$ cat src/rtl/led_pulse_pkg.sv
// Shared types and defaults for the LED pulse-train generator.
// Phase encoding is shared by the FSM and anything that wants to observe it.
package led_pulse_pkg;

  localparam int CNT_W_DEF = 32;

  typedef enum logic [1:0] {
    IDLE = 2'd0,
    WAIT = 2'd1,
    ON   = 2'd2,
    OFF  = 2'd3
  } state_e;

endpackage

$ cat src/rtl/led_phase_counter.sv
// Loadable down-counter shared by every phase of the pulse train.
// Holds at zero; the FSM reloads it whenever a phase ends.
module led_phase_counter
  import led_pulse_pkg::*;
#(
  parameter int CNT_W = CNT_W_DEF
) (
  input  logic             clk,
  input  logic             rst_n,
  input  logic             load,
  input  logic             en,
  input  logic [CNT_W-1:0] value,
  output logic             zero
);

  logic [CNT_W-1:0] cnt;

  always_ff @(posedge clk) begin
    if (!rst_n) begin
      cnt <= '0;
    end else if (load) begin
      cnt <= value;
    end else if (en && cnt != '0) begin
      cnt <= cnt - CNT_W'(1);
    end
  end

  assign zero = (cnt == '0);

endmodule

$ cat src/rtl/led_pulse_gen.sv
// Timed LED pulse-train generator: wait, then N pulses of On/Off cycles.
// One phase counter is reloaded with (duration-1) at every phase change.
module led_pulse_gen
  import led_pulse_pkg::*;
#(
  parameter int CNT_W = CNT_W_DEF
) (
  input  logic             clk,
  input  logic             rst_n,
  input  logic             start,
  input  logic             abort,
  input  logic [CNT_W-1:0] TLEDNo,
  input  logic [CNT_W-1:0] TLEDOn,
  input  logic [CNT_W-1:0] TLEDOff,
  input  logic [CNT_W-1:0] TLEDWait,
  output logic             led,
  output logic             busy,
  output logic             done,
  output logic [CNT_W-1:0] pulse_cnt
);

  state_e           state;
  logic [CNT_W-1:0] lat_no;
  logic [CNT_W-1:0] lat_on;
  logic [CNT_W-1:0] lat_off;
  logic [CNT_W-1:0] pc_next;

  logic             ld;
  logic             en;
  logic [CNT_W-1:0] ld_val;
  logic             zero;

  // zero-length phases still last one cycle
  function automatic logic [CNT_W-1:0] m1(
    input logic [CNT_W-1:0] d
  );
    return (d == '0) ? '0 : d - CNT_W'(1);
  endfunction

  assign pc_next = pulse_cnt + CNT_W'(1);

  always_comb begin
    ld     = 1'b0;
    en     = 1'b0;
    ld_val = '0;
    if (abort) begin
      ld = 1'b1;
    end else begin
      unique case (state)
        IDLE: begin
          if (start) begin
            ld     = 1'b1;
            ld_val = (TLEDWait != '0) ? m1(TLEDWait)
                                      : m1(TLEDOn);
          end
        end
        WAIT, OFF: begin
          if (zero) begin
            ld     = 1'b1;
            ld_val = m1(lat_on);
          end else begin
            en = 1'b1;
          end
        end
        ON: begin
          if (zero) begin
            ld     = 1'b1;
            ld_val = m1(lat_off);
          end else begin
            en = 1'b1;
          end
        end
      endcase
    end
  end

  led_phase_counter #(
    .CNT_W(CNT_W)
  ) u_cnt (
    .clk  (clk),
    .rst_n(rst_n),
    .load (ld),
    .en   (en),
    .value(ld_val),
    .zero (zero)
  );

  always_ff @(posedge clk) begin
    if (!rst_n) begin
      state     <= IDLE;
      led       <= 1'b0;
      busy      <= 1'b0;
      done      <= 1'b0;
      pulse_cnt <= '0;
      lat_no    <= '0;
      lat_on    <= '0;
      lat_off   <= '0;
    end else begin
      done <= 1'b0;
      if (abort && state != IDLE) begin
        state <= IDLE;
        led   <= 1'b0;
        busy  <= 1'b0;
      end else begin
        unique case (state)
          IDLE: begin
            if (start && !abort) begin
              lat_no    <= TLEDNo;
              lat_on    <= TLEDOn;
              lat_off   <= TLEDOff;
              pulse_cnt <= '0;
              if (TLEDNo == '0) begin
                done <= 1'b1;
              end else if (TLEDWait != '0) begin
                state <= WAIT;
                busy  <= 1'b1;
              end else begin
                state <= ON;
                busy  <= 1'b1;
                led   <= 1'b1;
              end
            end
          end
          WAIT, OFF: begin
            if (zero) begin
              state <= ON;
              led   <= 1'b1;
            end
          end
          ON: begin
            if (zero) begin
              led       <= 1'b0;
              pulse_cnt <= pc_next;
              if (pc_next == lat_no) begin
                state <= IDLE;
                busy  <= 1'b0;
                done  <= 1'b1;
              end else begin
                state <= OFF;
              end
            end
          end
        endcase
      end
    end
  end

endmodule

$ cat config.mk
export PLATFORM = sky130hd
export DESIGN_NAME = led_pulse_gen
export DESIGN_NICKNAME = d
export VERILOG_FILES = /design/src/rtl/led_pulse_pkg.sv /design/src/rtl/led_phase_counter.sv /design/src/rtl/led_pulse_gen.sv
export SDC_FILE = /design/constraint.sdc
export NUM_CORES = 1
export LEC_CHECK = 0
export BUFFER_PORTS_ARGS = -buffer_cell sky130_fd_sc_hd__clkbuf_2
export CORE_AREA = 4 4 154 156
export DETAILED_ROUTE_END_ITERATION = 16
export DIE_AREA = 0 0 158 160
export GPL_TIMING_DRIVEN = 0
export HOLD_SLACK_MARGIN = 0.08
export PLACE_DENSITY = 0.74
export SKIP_LAST_GASP = 1
export SLEW_MARGIN = 15
export SYNTH_ARGS = -nofsm -noshare
export SYNTH_HDL_FRONTEND = slang
export SYNTH_SLANG_ARGS = --single-unit
$ cat constraint.sdc
create_clock -name clk -period 3 [get_ports clk]
set_input_delay 0.6 -clock clk [delete_from_list [all_inputs] [get_ports clk]]
set_output_delay 0.6 -clock clk [all_outputs]
set_load 0.05 [all_outputs]
==> reports/metrics.cfg <==
[synthesis]
yosys.area_share.simple_pct=32.3
yosys_most_used_dff=dfxtp_1
ys_seq_area_share_pct=28.1
synthXorXnorAreaFrac_pct=11.5
synth_compound_area_share_pct=22.2
syn_area_per_cell_um2=7.26
yosysUniqueCellTypes=69
synthMuxAreaShare_pct=0.776
syn_inst=1621
synth_area_um2=11800
synthAdderAreaFrac_pct=0.851
synthArstFlopShare_pct=0
synth_top_family_by_area=simple AND/OR/NAND/NOR gates
syn_nets=1761
ys_seq_elements=165
synth-edff-count=0
yosysWarnings=0

[routing]
vias_per_cell=6.22
wl_um=44600
via_count=13200
wl_per_cell_um=21.0
drtIter0Drc=1299
drc=0
ant_nets=0
firstDrtPassIters=8

[finish]
regArea_um2=3340
antenna_cells=0
fill_cells=2045
final_util_pct=63.9
final_cells=2127
multi_input_area_um2=8380
drive_above_1_share_pct=19.7
area_delta_synth_final_pct=21.5
mostFrequentLayoutCells=nand2_1 (288), clkbuf_2 (183), dfxtp_1 (148)
layout_commonest_cell=nand2_1
layout.nets=1969

[worst_setup_path]
path_delay_family=simple AND/OR/NAND/NOR gates
reg2regPathDepth=8
rr_startpoint=u_cnt.cnt[4]
worstPathArrival_ns=3.28
crit_path_end_kind=flop
r2r_end=u_cnt.cnt[29]
r2r_setup_slack_ns=0.04
cpPeakStageDelay_ns=0.56
path_class=input pin to flop
crit_required_ns=3.30
worst-path-buf-inv=4
crit_fanout=10
cp_slowest_cell=or4_4
worstPathCellList=clkbuf_2, or4_4, or4_1, buf_6, nand4bb_1, clkbuf_8, nand2_1, buf_4, o22ai_1, a221oi_1, a21oi_1
startpoint_type=input pin

[global_route]
gr-usage-all-layers_pct=34.0
antenna_found_initial=0
grt_overflow=0
grt_max_degree=17
grt_pass1_vias=12400
grt_pass1_wl_um=67900

[clock_network]
cts.sinks=165
cts-htree-levels=4
clk_pin_slew_ns=0.07
cts_buffers=17
cts.root.buffer_cell=clkbuf_16
clk_latency_ns=0.44
holdBufCountCts=0
tritoncts=done
clock_path_buffers=2

[flow_run]
cap_violations=0

[power]
vdd_drop_max_v=0.000356
total_leakage_power_uw=0.00541
power_density_nw_per_um2=450

[sta]
fin_skew_ns=0.0138
slew_headroom_pct=47.2
setup_tns_ns=0
fin_crit_ns=2.97
finalMaxSlewViolations=0
setup_viol=0
rsz0062_at_grt=yes
max_freq_ghz=0.336
fin_crit_sh_pct=99.1
tightest_slew_ns=0.785
hold_viol=0

[floorplanning]
fp.dieW_um=158
die_h_um=160
io_pins=167
rows=55
fp.coreArea_um2=22400
die-area_um2=25300
initial_core_util_pct=52.6

[placed_design]
dp_hpwl_um=34000
portBuffers=164
place_inst=2070
place_congestion=1.02

[worst_hold_path]
hp-class=input pin to flop
hold_end=lat_off[8]
hold_depth=3
hp-start=TLEDOff[8]

[outcome]
status=finished, final reports clean

-- kinds of logic (layout without fill, tap and decap cells) --
logic type      count (synthesis)  after routing
buf+inv                       123            344
fa+ha+maj                       8              8
simple gates                  761            761
compound gates                400            400
mux                             9              9
xor+xnor                      155            155
flops                         165            165
-- worst min-delay path, delay by kind of cell --
family,cells,cell delay [ns]
AOI/OAI and AO/OA,1,0.06
buffers and inverters,1,0.08
and+or+nand+nor,1,0.04
-- layout make-up --
class / instances / share of cell area, %
clock buffers: 20 / 3.12
well taps: 285 / 2.49
repair buffers: 198 / 7.55
inverters: 21 / 0.551
clock inverters: 12 / 0.980
multi-input cells: 1333 / 58.6
flip-flops and latches: 165 / 23.4
plain buffers: 93 / 3.33
-- worst max path at each step --
| stage | start | cells past startpoint | end | slack (ns) |
|---|---|---|---|---|
| after floorplan | pulse_cnt[8] | 8 | done | -0.02 |
| after global routing | u_cnt.cnt[8] | 8 | u_cnt.cnt[29] | -0.06 |
| final | TLEDOn[11] | 11 | u_cnt.cnt[1] | 0.03 |
| after detailed placement | TLEDWait[0] | 10 | u_cnt.cnt[5] | -0.83 |
| after global placement | TLEDWait[0] | 10 | u_cnt.cnt[5] | -0.81 |
| after CTS | pulse_cnt[0] | 11 | done | 0.002 |
-- Yosys cell counts (9+ instances only) --
| cell type | n | area (µm²) |
|---|---|---|
| o22ai_1 | 31 | 194 |
| nor2b_1 | 9 | 56.3 |
| o211ai_1 | 10 | 75.1 |
| nand3b_1 | 10 | 75.1 |
| and4_1 | 9 | 78.8 |
| o21ai_1 | 13 | 65.1 |
| a21boi_1 | 13 | 97.6 |
| a21oi_1 | 74 | 370 |
| inv_1 | 21 | 78.8 |
| nand2_1 | 288 | 1080 |
| nand3_1 | 39 | 195 |
| dfxtp_1 | 165 | 3300 |
| or4_1 | 31 | 233 |
| nor3_1 | 76 | 380 |
| and2_1 | 14 | 87.6 |
| and3_1 | 13 | 81.3 |
| nand4_1 | 22 | 138 |
| nand2b_1 | 10 | 62.6 |
| or3_1 | 31 | 194 |
| o21ai_0 | 73 | 365 |
| a21boi_0 | 98 | 736 |
| a31oi_1 | 15 | 93.8 |
| xnor2_1 | 92 | 806 |
| nor2_1 | 115 | 432 |
| clkbuf_1 | 84 | 315 |
| xor2_1 | 63 | 552 |
| nor4_1 | 53 | 332 |
-- sequential cells by signal, indices dropped and copies added (netlist names) --
signal	cells
lat_no	32
lat_off	32
lat_on	32
pulse_cnt	32
u_cnt.cnt	32
state	2
busy	1
done	1
led	1
-- per-stage QoR --
stage                     total power (µW)  hold slack (ns)  cell area [µm²]  worst slack (ns)
after global routing                  6690            0.390            14300           -0.0607
final                                 6430            0.385            14300            0.0269
after floorplan                       3510            0.453            11800           -0.0235
after global placement                4080            0.465            13000            -0.811
after detailed placement              4090            0.476            13000            -0.834
after CTS                             6310            0.387            13900           0.00199
-- power breakdown --
group          internal (µW)  total [µW]  switching (µW)
clock                   1200        2220            1020
combinational            675        1790            1110
sequential              2290        2420             135
-- layer usage --
metal,wire length (µm),GRT usage [%],vias up
li1,-,-,6269
met1,17400,42.3,6116
met2,20600,55.8,685
met3,3510,5.66,170
met4,3030,18.5,0
met5,0,0,-
-- what timing repair did --
action,4_1_cts,5_1_grt
endpoints found under the setup margin,161,107
pin swaps,17,20
buffers inserted,17,17
hold endpoints to repair,0,0
gates resized for setup,50,80
Power figures use the tool's default switching activity.
